<file path="src/rtl/engine_filter_cond_result_buffer_pkg.sv">
// Shared types for the filter-condition result buffer: packet meta/data, FIFO entry, FSM encoding.
// Pure declarations; no timing or flow control lives here.
package engine_filter_cond_result_buffer_pkg;

    typedef struct packed {
        logic [7:0] src_id;
        logic [7:0] tag;
    } MemoryPacketMeta;

    typedef logic [31:0] MemoryPacketData;

    typedef struct packed {
        MemoryPacketMeta meta;
        MemoryPacketData data;
        logic            flag;
    } FilterCondResultEntry;

    typedef enum logic [1:0] {
        IDLE  = 2'd0,
        RUN   = 2'd1,
        FLUSH = 2'd2
    } engine_filter_cond_result_buffer_state;

    // Head value presented while nothing valid is queued (flag idles high).
    localparam FilterCondResultEntry FCR_ENTRY_RST = '{meta: '0, data: '0, flag: 1'b1};

    function automatic logic fcr_keep(input logic drop_on_false, input logic flag);
        return !(drop_on_false && !flag);
    endfunction

endpackage

</file>
<file path="src/rtl/engine_filter_cond_result_buffer_if.sv">
// Output stream of the result buffer toward the engine output arbiter.
// Valid/ready: a transfer happens on an edge with out_valid & out_ready.
interface engine_filter_cond_result_buffer_if;
    import engine_filter_cond_result_buffer_pkg::*;

    logic            out_valid;
    logic            out_ready;
    MemoryPacketMeta out_meta;
    MemoryPacketData out_data;
    logic            out_flag;

    modport master (output out_valid, out_meta, out_data, out_flag, input out_ready);
    modport slave  (input out_valid, out_meta, out_data, out_flag, output out_ready);
endinterface

</file>
<file path="src/rtl/engine_filter_cond_result_fifo.sv">
// Synchronous FIFO of result entries with a registered head; a write shows at the head one edge later.
// Full write with a simultaneous read succeeds; a full write without a read is ignored (caller flags it).
module engine_filter_cond_result_fifo
    import engine_filter_cond_result_buffer_pkg::*;
#(
    parameter int  FIFO_DEPTH = 16,
    localparam int AW         = $clog2(FIFO_DEPTH)
) (
    input  logic                 ap_clk,
    input  logic                 ap_rst_n,
    input  logic                 clear,
    input  logic                 wr_vld,
    input  FilterCondResultEntry wr_dat,
    input  logic                 rd_rdy,
    output FilterCondResultEntry head_dat,
    output logic                 full,
    output logic                 empty,
    output logic [AW:0]          count
);

    FilterCondResultEntry mem [FIFO_DEPTH];
    logic [AW:0] wr_ptr, rd_ptr;
    logic [AW:0] wr_ptr_nxt, rd_ptr_nxt;
    logic        rd_ok, wr_ok;

    assign count      = wr_ptr - rd_ptr;
    assign full       = (count == (AW+1)'(FIFO_DEPTH));
    assign empty      = (count == '0);
    assign rd_ok      = rd_rdy && !empty;
    assign wr_ok      = wr_vld && (!full || rd_ok);
    assign rd_ptr_nxt = rd_ptr + (AW+1)'(rd_ok);
    assign wr_ptr_nxt = wr_ptr + (AW+1)'(wr_ok);

    always_ff @(posedge ap_clk) begin
        if (ap_rst_n && !clear && wr_ok)
            mem[wr_ptr[AW-1:0]] <= wr_dat;
    end

    // The head register tracks the slot rd_ptr will point at after this edge;
    // a write landing in that slot is forwarded so the head never goes stale.
    always_ff @(posedge ap_clk) begin
        if (!ap_rst_n || clear) begin
            wr_ptr   <= '0;
            rd_ptr   <= '0;
            head_dat <= FCR_ENTRY_RST;
        end else begin
            wr_ptr <= wr_ptr_nxt;
            rd_ptr <= rd_ptr_nxt;
            if (wr_ok && (wr_ptr[AW-1:0] == rd_ptr_nxt[AW-1:0]))
                head_dat <= wr_dat;
            else
                head_dat <= mem[rd_ptr_nxt[AW-1:0]];
        end
    end

endmodule

</file>
<file path="src/rtl/engine_filter_cond_result_buffer.sv">
// Realigns issue metadata with the fixed-latency kernel result, drops/forwards by flag, queues survivors.
// Latency KERNEL_LATENCY+1 from in_valid to out_valid; almost_full throttles issue, out_ready drains the FIFO.
module engine_filter_cond_result_buffer
    import engine_filter_cond_result_buffer_pkg::*;
#(
    parameter int FIFO_DEPTH     = 16,
    parameter int KERNEL_LATENCY = 2
) (
    input  logic                                ap_clk,
    input  logic                                ap_rst_n,
    input  logic                                clear,
    input  logic                                config_params_valid,
    input  logic                                drop_on_false,
    input  logic                                in_valid,
    input  MemoryPacketMeta                     in_meta,
    input  logic                                kernel_result_flag,
    input  MemoryPacketData                     kernel_result_data,
    engine_filter_cond_result_buffer_if.master  out_bus,
    output logic                                almost_full,
    output logic                                overflow_error,
    output logic [31:0]                         passed_count,
    output logic [31:0]                         dropped_count
);

    localparam int AW = $clog2(FIFO_DEPTH);
    localparam logic [AW:0] AF_THRESH = (AW+1)'(FIFO_DEPTH - KERNEL_LATENCY - 1);

    localparam logic [1:0] ST_IDLE  = IDLE;
    localparam logic [1:0] ST_RUN   = RUN;
    localparam logic [1:0] ST_FLUSH = FLUSH;

    logic [1:0] state_q, state_nxt;

    logic [KERNEL_LATENCY-1:0] dl_vld;
    MemoryPacketMeta           dl_meta [KERNEL_LATENCY];
    logic                      shift_en;

    logic                 tail_vld, keep, wr_req, rd_ok, ovf_evt;
    FilterCondResultEntry wr_dat, head_dat;
    logic                 fifo_full, fifo_empty;
    logic [AW:0]          fifo_count;

    always_comb begin
        state_nxt = state_q;
        if (clear) begin
            state_nxt = ST_FLUSH;
        end else begin
            case (state_q)
                ST_IDLE: if (config_params_valid) state_nxt = ST_RUN;
                // Leave RUN only once every in-flight kernel sample has been resolved.
                ST_RUN:  if (!config_params_valid && (dl_vld == '0)) state_nxt = ST_IDLE;
                default: state_nxt = ST_IDLE;
            endcase
        end
    end

    always_ff @(posedge ap_clk) begin
        if (!ap_rst_n) state_q <= ST_IDLE;
        else           state_q <= state_nxt;
    end

    assign shift_en = (state_q == ST_RUN);

    always_ff @(posedge ap_clk) begin
        if (!ap_rst_n || clear) begin
            dl_vld <= '0;
        end else if (shift_en) begin
            for (int i = KERNEL_LATENCY - 1; i > 0; i--)
                dl_vld[i] <= dl_vld[i-1];
            dl_vld[0] <= in_valid && config_params_valid;
        end
    end

    always_ff @(posedge ap_clk) begin
        if (shift_en) begin
            for (int i = KERNEL_LATENCY - 1; i > 0; i--)
                dl_meta[i] <= dl_meta[i-1];
            dl_meta[0] <= in_meta;
        end
    end

    assign tail_vld = dl_vld[KERNEL_LATENCY-1];
    assign keep     = fcr_keep(drop_on_false, kernel_result_flag);
    assign wr_req   = tail_vld && keep;
    assign wr_dat   = '{meta: dl_meta[KERNEL_LATENCY-1], data: kernel_result_data, flag: kernel_result_flag};
    assign rd_ok    = out_bus.out_valid && out_bus.out_ready;
    assign ovf_evt  = wr_req && fifo_full && !rd_ok;

    engine_filter_cond_result_fifo #(
        .FIFO_DEPTH (FIFO_DEPTH)
    ) u_fifo (
        .ap_clk   (ap_clk),
        .ap_rst_n (ap_rst_n),
        .clear    (clear),
        .wr_vld   (wr_req),
        .wr_dat   (wr_dat),
        .rd_rdy   (out_bus.out_ready),
        .head_dat (head_dat),
        .full     (fifo_full),
        .empty    (fifo_empty),
        .count    (fifo_count)
    );

    assign out_bus.out_valid = !fifo_empty;
    assign out_bus.out_meta  = head_dat.meta;
    assign out_bus.out_data  = head_dat.data;
    assign out_bus.out_flag  = head_dat.flag;

    always_ff @(posedge ap_clk) begin
        if (!ap_rst_n || clear) begin
            almost_full    <= 1'b0;
            overflow_error <= 1'b0;
            passed_count   <= '0;
            dropped_count  <= '0;
        end else begin
            almost_full <= (fifo_count >= AF_THRESH);
            if (ovf_evt)
                overflow_error <= 1'b1;
            if (tail_vld && !keep)
                dropped_count <= dropped_count + 32'd1;
            if (wr_req && !ovf_evt)
                passed_count <= passed_count + 32'd1;
        end
    end

endmodule

</file>
<file path="src/flat_wrapper.sv">
// flat-port wrapper written by rule: the top's interface ports become plain ports
module engine_filter_cond_result_buffer_flat import engine_filter_cond_result_buffer_pkg::*;
#(
    parameter int FIFO_DEPTH     = 16,
    parameter int KERNEL_LATENCY = 2
)
  (ap_clk, ap_rst_n, clear, config_params_valid, drop_on_false, in_valid, in_meta, kernel_result_flag, kernel_result_data, almost_full, overflow_error, passed_count, dropped_count, out_bus_out_valid, out_bus_out_meta, out_bus_out_data, out_bus_out_flag, out_bus_out_ready);
  engine_filter_cond_result_buffer_if out_bus_i ();
  input  logic ap_clk;
  input  logic ap_rst_n;
  input  logic clear;
  input  logic config_params_valid;
  input  logic drop_on_false;
  input  logic in_valid;
  input  MemoryPacketMeta in_meta;
  input  logic kernel_result_flag;
  input  MemoryPacketData kernel_result_data;
  output logic almost_full;
  output logic overflow_error;
  output logic [31:0] passed_count;
  output logic [31:0] dropped_count;
  output wire logic [$bits(out_bus_i.out_valid)-1:0] out_bus_out_valid;
  output wire logic [$bits(out_bus_i.out_meta)-1:0] out_bus_out_meta;
  output wire logic [$bits(out_bus_i.out_data)-1:0] out_bus_out_data;
  output wire logic [$bits(out_bus_i.out_flag)-1:0] out_bus_out_flag;
  input wire logic [$bits(out_bus_i.out_ready)-1:0] out_bus_out_ready;
  assign out_bus_out_valid = out_bus_i.out_valid;
  assign out_bus_out_meta = out_bus_i.out_meta;
  assign out_bus_out_data = out_bus_i.out_data;
  assign out_bus_out_flag = out_bus_i.out_flag;
  assign out_bus_i.out_ready = out_bus_out_ready;
  engine_filter_cond_result_buffer #(.FIFO_DEPTH(FIFO_DEPTH), .KERNEL_LATENCY(KERNEL_LATENCY)) u_core (.ap_clk(ap_clk), .ap_rst_n(ap_rst_n), .clear(clear), .config_params_valid(config_params_valid), .drop_on_false(drop_on_false), .in_valid(in_valid), .in_meta(in_meta), .kernel_result_flag(kernel_result_flag), .kernel_result_data(kernel_result_data), .out_bus(out_bus_i), .almost_full(almost_full), .overflow_error(overflow_error), .passed_count(passed_count), .dropped_count(dropped_count));
endmodule
</file>
<file path="config.mk">
export PLATFORM = sky130hd
export DESIGN_NAME = engine_filter_cond_result_buffer_flat
export DESIGN_NICKNAME = d
export VERILOG_FILES = /design/src/rtl/engine_filter_cond_result_buffer_pkg.sv /design/src/rtl/engine_filter_cond_result_buffer_if.sv /design/src/rtl/engine_filter_cond_result_fifo.sv /design/src/rtl/engine_filter_cond_result_buffer.sv /design/src/flat_wrapper.sv
export SDC_FILE = /design/constraint.sdc
export NUM_CORES = 1
export LEC_CHECK = 0
export ABC_AREA = 1
export CAP_MARGIN = 10
export CORE_MARGIN = 2
export CORE_UTILIZATION = 38
export CTS_CLUSTER_DIAMETER = 80
export DETAILED_ROUTE_END_ITERATION = 8
export PLACE_DENSITY = 0.57
export SYNTH_ARGS = -nofsm -noshare
export SYNTH_HDL_FRONTEND = slang
export SYNTH_HIERARCHICAL = 1
export SYNTH_SLANG_ARGS = --single-unit
export TNS_END_PERCENT = 20
</file>
<file path="constraint.sdc">
create_clock -name ap_clk -period 7.5 [get_ports ap_clk]
set_clock_uncertainty 0.2 [all_clocks]
set_input_delay 0.75 -clock ap_clk [delete_from_list [all_inputs] [get_ports ap_clk]]
set_output_delay 0.75 -clock ap_clk [all_outputs]
set_load 0.03 [all_outputs]
</file>
==> run summary, run 1 <==
• proportion of netlist area held by the largest area contributor: 65.16%
• detailed placement HPWL: 54600 um
• remaining antenna violation count after routing: 0
• post_cts resized: 0
• die footprint: 101500 um^2
• number of unique standard cell types used by synthesis: 41
• compound-cell area share of the yosys netlist: 10.53%
• Post-Synth Adder-Cell Area: 0.3860%
• final estimated routing congestion in global placement: 0.8093
• Post-Route WL: 101100 um
• area added between synthesis and finish: 16.69%
• Leakage Power: 14.40 nW
• crit path launch: u_core/u_fifo/wr_ptr[0]$_SDFF_PP0_
• largest area contributor in the synthesized netlist: sky130_fd_sc_hd__edfxtp_1
• Clock Pin Slew Worst Setup and Hold Paths: 60 ps
• final worst-path cycle share: 71.10%
• average via count per standard cell: 5.413
• pin count of the biggest net entering global routing: 203
• average wire per standard cell: 21.76 um
• buffers from clock root to sink, at most: 3
• required time at the worst-slack endpoint: 7840 ps
• final instance area: 43880 um^2
• part of the Yosys area used for sequential elements: 72.03%
• highest clock frequency the design can meet: 0.1875 GHz
• crit path capture: u_core/u_fifo/head_dat[39]$_SDFF_PP0_
• peak per-stage delay on the critical path: 850 ps
• input/output buffers: 171
• TritonCTS clock tree: built
• post-layout utilization of the core: 44.65%
• vias: 25.15k
• placed inst area: 40650 um^2
• GRT Util Overall: 19.60%
• top cells by count, synth: sky130_fd_sc_hd__edfxtp_1 (816), sky130_fd_sc_hd__nor2_1 (595), sky130_fd_sc_hd__nand2_1 (394), sky130_fd_sc_hd__o21ai_0 (394), sky130_fd_sc_hd__o221ai_1 (136)
• Yosys warning total: 6
• Slowest cell on crit path: sky130_fd_sc_hd__nand4_4
• Post-CTS Hold Fix Bufs: 0
• cell-by-cell trace of the critical path: inv_1, ha_1, fa_1, inv_1, nand3_1, nand2_1, nand2_1, nand2_1, inv_1, nor2_1, nor2_1, ha_4, ha_4, inv_4, nand2_1, nand2_1, nand2_1, nor2_1, nand3_1, nor2_4, nand4_4, nand2_1, nand2_1
• most frequent cell after synthesis: sky130_fd_sc_hd__edfxtp_1
• wire length of the first global-routing pass: 153100 um
• final critical path time including I/O delays and setup: 5332 ps
• critical path class: reg -> reg
• Max Fanout on Critical Path: 64
• Sink Count: 945
• drt drc: 0
• startpoint of the most critical register-to-register path: u_core/u_fifo/wr_ptr[0]$_SDFF_PP0_
• H-tree level count: 3
• cell family contributing the most delay on the critical path: simple AND/OR/NAND/NOR gates
• Post-Syn Area per Cell: 11.91 um^2
• fraction of the mapped netlist area in simple logic gates: 13.66%
• cell repeated most along the worst path: sky130_fd_sc_hd__nand2_1
• final hold violation count: 0
• main combinational cell family by area after synthesis: simple AND/OR/NAND/NOR gates
• tightest slew margin relative to the limit: 18.35%
• worst r2r path cells: 23
• GR Overflow Total: 0
• Worst Max-Slew Pin Slew: 1222 ps
• flops & latches, synth: 945
• Synth Area in XOR/XNOR: 0.1630%
• via count of the first global-routing pass: 24.57k
• arrival time at the worst endpoint: 5670 ps
• latest clock arrival within the worst-skew pair: 680 ps
• number of enable-type register cells in the synthesized netlist: 816
• total power: 11.00 mW
• count of boundary I/O pins: 172
• syn_nets: 3225
• Setup crit start kind: flop
• outcome: completed
• Critical path buffers and inverters: 4
• FFs w/ async S/R, synth: 0%
• worst-case vdd ir drop: 0.1523 mV
• power per unit of standard cell area: 250.6 nW/um^2
• initial antenna violation count: 6
• CTS root buffer: sky130_fd_sc_hd__clkbuf_16
• Critical Path End Type: flop
• pre-CTS setup slack: 1926 ps
• Starting Density: 38.26%
• R2R Setup Slk: 2170 ps
• cts bufs inserted: 100
• fillers: 8938
• instance count after placement with tap cells included: 4461
• area of the placeable core: 98280 um^2
• Min-Delay Path Class: reg -> reg
• DRC marker count from the first detailed-route iteration: 2072
• number of rows in the core area: 115
• number of non-filler instances in the completed layout: 4646
• Most used DFF post-synth: sky130_fd_sc_hd__edfxtp_1
• share of cell area taken by muxes after synthesis: 0%
• tightest hold margin: 207.9 ps
• setup repair after global routing missed its margin: no
• sum of negative setup slack: 0 ps
• Die Height: 318.6 um
• number of cells on the critical path: 23
• cell area after synthesis: 37600 um^2
• top area cells in the synthesized netlist: sky130_fd_sc_hd__edfxtp_1 (65%), sky130_fd_sc_hd__dfxtp_1 (6.9%), sky130_fd_sc_hd__nor2_1 (5.9%), sky130_fd_sc_hd__o21ai_0 (5.2%), sky130_fd_sc_hd__nand2_1 (3.9%)
• count of mapped cells out of synthesis: 3158
• First-pass DRT Iterations: 5
• fraction of layout cells with a size suffix above 1: 6.760%
• count of pins over their slew limit: 0
• worst setup slack after layout: 2168 ps
• max capacitance violation total: 0
• Total Nets Final: 3343
• Post CTS Setup Buffer Count: 0
• final number of setup-violating endpoints: 0
• horizontal die dimension: 318.6 um
• terminus of the critical flop-to-flop path: u_core/u_fifo/head_dat[39]$_SDFF_PP0_
-- layout by cell type (no fill, tap or decap), types with 3 or more instances in the layout --
cell type                         synthesis  layout
sky130_fd_sc_hd__a21oi_1                 43      43
sky130_fd_sc_hd__and2_1                   3       3
sky130_fd_sc_hd__buf_12                   0       5
sky130_fd_sc_hd__buf_4                    8      32
sky130_fd_sc_hd__bufinv_16                0       9
sky130_fd_sc_hd__clkbuf_1               130      24
sky130_fd_sc_hd__clkbuf_16                0     103
sky130_fd_sc_hd__clkbuf_8                 0       4
sky130_fd_sc_hd__clkdlybuf4s50_1          0     171
sky130_fd_sc_hd__clkinv_1                 0      23
sky130_fd_sc_hd__clkinv_2                 0      13
sky130_fd_sc_hd__dfxtp_1                129     129
sky130_fd_sc_hd__edfxtp_1               816     816
sky130_fd_sc_hd__ha_1                    10       8
sky130_fd_sc_hd__inv_1                   97      97
sky130_fd_sc_hd__inv_2                    8       5
sky130_fd_sc_hd__nand2_1                394     393
sky130_fd_sc_hd__nand3_1                133     133
sky130_fd_sc_hd__nand3b_1                 4       4
sky130_fd_sc_hd__nand4_1                 68      68
sky130_fd_sc_hd__nor2_1                 595     576
sky130_fd_sc_hd__nor2_2                  11      10
sky130_fd_sc_hd__nor2_4                   4      24
sky130_fd_sc_hd__nor3_1                  18      18
sky130_fd_sc_hd__o211ai_1                29      29
sky130_fd_sc_hd__o21ai_0                394     394
sky130_fd_sc_hd__o21ai_1                 18      18
sky130_fd_sc_hd__o221ai_1               136     136
sky130_fd_sc_hd__o22ai_1                 28      28
sky130_fd_sc_hd__xnor2_1                  3       3
sky130_fd_sc_hd__xor2_1                   4       4
-- per-layer routing --
layer / GRT usage (%) / part of all wire [%]
met1: 27.15 / 44
met3: 4.350 / 7.1
met2: 31.44 / 47
met4: 4.634 / 1.8
met5: 0 / 0.073
-- sequential cells by signal, summed over array words and instances (netlist names) --
register / flops
u_core/u_fifo/wr_ptr: 5
u_core/dl_meta: 32
u_core/almost_full: 1
u_core/overflow_error: 1
u_core/state_q: 2
u_core/dropped_count: 32
u_core/u_fifo/head_dat: 49
u_core/dl_vld: 2
u_core/u_fifo/mem: 784
u_core/u_fifo/rd_ptr: 5
u_core/passed_count: 32
-- logic make-up (layout without fill, tap and decap cells) --
logic type / count (synthesis) / in the layout
flip-flops: 945 / 945
XOR/XNOR: 7 / 7
adder cells (fa/ha/maj): 11 / 11
other: 0 / 1
AND/OR/NAND/NOR: 1239 / 1239
AO/OA/AOI/OAI: 659 / 659
buffers and inverters: 297 / 497
-- worst min path at each step --
stage	start	endpoint	slack, ps	cells after the start
after global routing	u_core/dl_meta[0][4]$_DFFE_PN_	u_core/dl_meta[0][20]$_DFFE_PN_	210	0
after global placement	u_core/dl_meta[0][4]$_DFFE_PN_	u_core/dl_meta[0][20]$_DFFE_PN_	200	0
after floorplan	u_core/dl_meta[0][0]$_DFFE_PN_	u_core/dl_meta[0][16]$_DFFE_PN_	200	0
after CTS	u_core/dl_meta[0][4]$_DFFE_PN_	u_core/dl_meta[0][20]$_DFFE_PN_	210	0
final	u_core/dl_meta[0][4]$_DFFE_PN_	u_core/dl_meta[0][20]$_DFFE_PN_	210	0
after detailed placement	u_core/dl_meta[0][2]$_DFFE_PN_	u_core/dl_meta[0][18]$_DFFE_PN_	210	0
-- worst reg2reg max path, delay by kind of cell, from the launching register on --
kind,cells,cell delay (ps)
adders and majority gates,4,1270
DFF,1,410
buffers and inverters,4,920
and+or+nand+nor,15,2410
-- layout make-up --
cell class	count	area (um^2)	share of cell area [%]
inverters	105	406.6	0.9267
well taps	1287	1610	3.670
diodes	1	2.502	0.005703
clock buffers	133	2735	6.233
flip-flops and latches	945	27090	61.73
clock inverters	51	494.2	1.126
multi-input cells	1916	9493	21.63
repair buffers	208	2052	4.676
-- where the power goes --
| group | total, mW | internal [mW] | switching, mW |
|---|---|---|---|
| clock | 4.89 | 2.87 | 2.03 |
| combinational | 0.381 | 0.107 | 0.274 |
| sequential | 5.72 | 5.70 | 0.0158 |
No activity file was read; power rests on OpenSTA's default activity.
==> run 2: changes to the inputs <==
--- a/config.mk
+++ b/config.mk
@@ -11,7 +11,7 @@
 export CORE_UTILIZATION = 38
 export CTS_CLUSTER_DIAMETER = 80
 export DETAILED_ROUTE_END_ITERATION = 8
-export PLACE_DENSITY = 0.57
+export PLACE_DENSITY = 0.59
 export SYNTH_ARGS = -nofsm -noshare
 export SYNTH_HDL_FRONTEND = slang
 export SYNTH_HIERARCHICAL = 1
==> constraint.sdc (replaced) <==
create_clock -name ap_clk -period 4.6 [get_ports ap_clk]
set_clock_uncertainty 0.2 [all_clocks]
set_input_delay 0.46 -clock ap_clk [delete_from_list [all_inputs] [get_ports ap_clk]]
set_output_delay 0.46 -clock ap_clk [all_outputs]
set_load 0.03 [all_outputs]
==> run summary, run 2 (same netlist as run 1, synthesis figures left out) <==
• outcome: completed, unchanged
• worst-case vdd ir drop: 0.2675 mV, was 0.1523 mV
• met3 wire length: 7677 um, was 7158 um
• die footprint: 101500 um^2, unchanged
• max capacitance violation total: 0, unchanged
• post-layout utilization of the core: 45.25%, was 44.65%
• via count of the first global-routing pass: 24.74k, was 24.57k
• Critical Path End Type: flop, unchanged
• tightest slew margin relative to the limit: 41.24%, was 18.35%
• Sink Count: 945, unchanged
• Post CTS Setup Buffer Count: 0, unchanged
• count of boundary I/O pins: 172, unchanged
• Clock Pin Slew Worst Setup and Hold Paths: 60 ps, about the same
• input/output buffers: 171, unchanged
• final number of setup-violating endpoints: 0, unchanged
• wire length of the first global-routing pass: 154400 um, was 153100 um
• post_cts resized: 0, unchanged
• most frequent cells in the layout: sky130_fd_sc_hd__edfxtp_1 (816), sky130_fd_sc_hd__nor2_1 (576), sky130_fd_sc_hd__o21ai_0 (394), sky130_fd_sc_hd__nand2_1 (393), sky130_fd_sc_hd__clkdlybuf4s50_1 (171), unchanged
• vias: 25.24k, was 25.15k
• number of flip-flops under the largest register name: 784, unchanged
• Setup crit start kind: flop, unchanged
• drt drc: 0, unchanged
• area of the placeable core: 98280 um^2, unchanged
• M1 WL: 42930 um, was 44840 um
• Antenna diodes: 0, was 1
• latest clock arrival within the worst-skew pair: 680 ps, about the same
• setup repair after global routing missed its margin: no, unchanged
• Starting Density: 38.26%, unchanged
• average wire per standard cell: 21.75 um, was 21.76 um
• First-pass DRT Iterations: 7, was 5
• final hold violation count: 0, unchanged
• top routing layer in use: met5, unchanged
• count of pins over their slew limit: 0, unchanged
• GRT Util Overall: 19.82%, was 19.60%
• Total Nets Final: 3371, was 3343
• sum of negative setup slack: 0 ps, unchanged
• met2 WL post-DR: 48920 um, was 47230 um
• detailed placement HPWL: 52630 um, was 54600 um
• power per unit of standard cell area: 407.3 nW/um^2, was 250.6 nW/um^2
• fillers: 8914, was 8938
• most common cell after layout, fill and taps aside: sky130_fd_sc_hd__edfxtp_1, unchanged
• critical path class: reg -> reg, unchanged
• Leakage Power: 14.69 nW, was 14.40 nW
• average via count per standard cell: 5.394, was 5.413
• final estimated routing congestion in global placement: 0.8150, was 0.8093
• CTS root buffer: sky130_fd_sc_hd__clkbuf_16, unchanged
• buffers from clock root to sink, at most: 3, unchanged
• DRC marker count from the first detailed-route iteration: 2330, was 2072
• TritonCTS clock tree: built, unchanged
• Max Fanout on Critical Path: 169, was 64
• Post-Route WL: 101700 um, was 101100 um
• Min-Delay Path Class: in -> reg, was reg -> reg
• Post-CTS Hold Fix Bufs: 0, unchanged
• number of rows in the core area: 115, unchanged
• final worst-path cycle share: 90.58%, was 71.10%
• initial antenna violation count: 3, was 6
• cts bufs inserted: 100, unchanged
• area added between synthesis and finish: 18.25%, was 16.69%
• final critical path time including I/O delays and setup: 4167 ps, was 5332 ps
• required time at the worst-slack endpoint: 5020 ps, was 7840 ps
• H-tree level count: 3, unchanged
• highest clock frequency the design can meet: 0.2400 GHz, was 0.1875 GHz
• remaining antenna violation count after routing: 0, unchanged
• GR Overflow Total: 0, unchanged
• arrival time at the worst endpoint: 4590 ps, was 5670 ps
• Worst Max-Slew Pin Slew: 881.4 ps, was 1222 ps
• horizontal die dimension: 318.6 um, unchanged
• Die Height: 318.6 um, unchanged
• pin count of the biggest net entering global routing: 170, was 203
• fraction of layout cells with a size suffix above 1: 8.048%, was 6.760%
==> run 2: cell types whose count changed in the layout (fill, tap and decap cells not counted), moves of 2 or more <==
cell,before,now
sky130_fd_sc_hd__clkinv_2,13,20
sky130_fd_sc_hd__clkinv_8,0,2
sky130_fd_sc_hd__clkbuf_1,24,28
sky130_fd_sc_hd__clkinv_16,0,2
sky130_fd_sc_hd__clkinv_1,23,7
sky130_fd_sc_hd__buf_4,32,42
sky130_fd_sc_hd__inv_16,2,0
sky130_fd_sc_hd__buf_12,5,23
sky130_fd_sc_hd__clkbuf_8,4,17
==> run 2: power by group <==
part | internal (mW) | total (mW) | switching, mW
sequential | 9.30 | 9.33 | 0.0266
combinational | 0.183 | 0.610 | 0.427
clock | 4.82 | 8.18 | 3.36
==> run 2: layer usage <==
| layer | vias up | track usage [%] |
|---|---|---|
| met5 | - | 0 |
| met4 | 6 | 5.076 |
| met3 | 156 | 4.350 |
| met2 | 838 | 33.00 |
| met1 | 12490 | 26.28 |
| li1 | 11750 | - |
==> run 2: final timing paths <==
path                                                         start                               endpoint  slack [ps]  depth (start not counted)
worst max-delay path            u_core/u_fifo/wr_ptr[0]$_SDFF_PP0_  u_core/u_fifo/head_dat[20]$_SDFF_PP0_         430                         18
worst min-delay path                                   in_meta[15]        u_core/dl_meta[0][15]$_DFFE_PN_         140                          1
worst max register to register  u_core/u_fifo/wr_ptr[0]$_SDFF_PP0_  u_core/u_fifo/head_dat[20]$_SDFF_PP0_         430                         18
worst min register to register      u_core/dl_meta[0][2]$_DFFE_PN_        u_core/dl_meta[0][18]$_DFFE_PN_         210                          0
==> run 2: critical path, cell delays in order (launching register included) <==
cell	delay, ps
sky130_fd_sc_hd__dfxtp_1	400
sky130_fd_sc_hd__inv_1	100
sky130_fd_sc_hd__ha_1	230
sky130_fd_sc_hd__fa_1	520
sky130_fd_sc_hd__nand2_1	60
sky130_fd_sc_hd__nor2_1	120
sky130_fd_sc_hd__nand3_1	120
sky130_fd_sc_hd__nor2_1	140
sky130_fd_sc_hd__nor2_1	90
sky130_fd_sc_hd__ha_4	180
sky130_fd_sc_hd__ha_4	250
sky130_fd_sc_hd__inv_4	70
sky130_fd_sc_hd__buf_12	630
sky130_fd_sc_hd__o21ai_0	240
sky130_fd_sc_hd__o221ai_1	250
sky130_fd_sc_hd__nand3_1	100
sky130_fd_sc_hd__nand2_1	150
sky130_fd_sc_hd__nand2_1	70
sky130_fd_sc_hd__nand2_1	80
==> run 2: per-stage QoR <==
| step | total power, mW | area (um^2) | setup slack (ps) | std cells | hold WS, ps |
|---|---|---|---|---|---|
| 2_1_floorplan | 9.833 | 37600 | 68.63 | 3158 | 200.3 |
| 3_3_place_gp | 10.12 | 41080 | 510.4 | 4489 | 202.6 |
| 3_5_place_dp | 10.12 | 41080 | 490.4 | 4489 | 204.5 |
| 4_1_cts | 18.27 | 44470 | 461.4 | 4679 | 92.56 |
| 5_1_grt | 18.68 | 44470 | 93.73 | 4679 | 105.2 |
| 6_report | 18.11 | 44470 | 433.2 | 4679 | 135.6 |
==> run 2: cell type report <==
cell class | instances | area (um^2) | share of cell area [%]
tap | 1287 | 1610 | 3.621
sequential | 945 | 27090 | 60.91
multi-input combinational | 1916 | 9493 | 21.35
timing repair buffer | 236 | 2487 | 5.594
clock inverter | 43 | 494.2 | 1.111
inverter | 105 | 406.6 | 0.9144
clock buffer | 147 | 2892 | 6.502
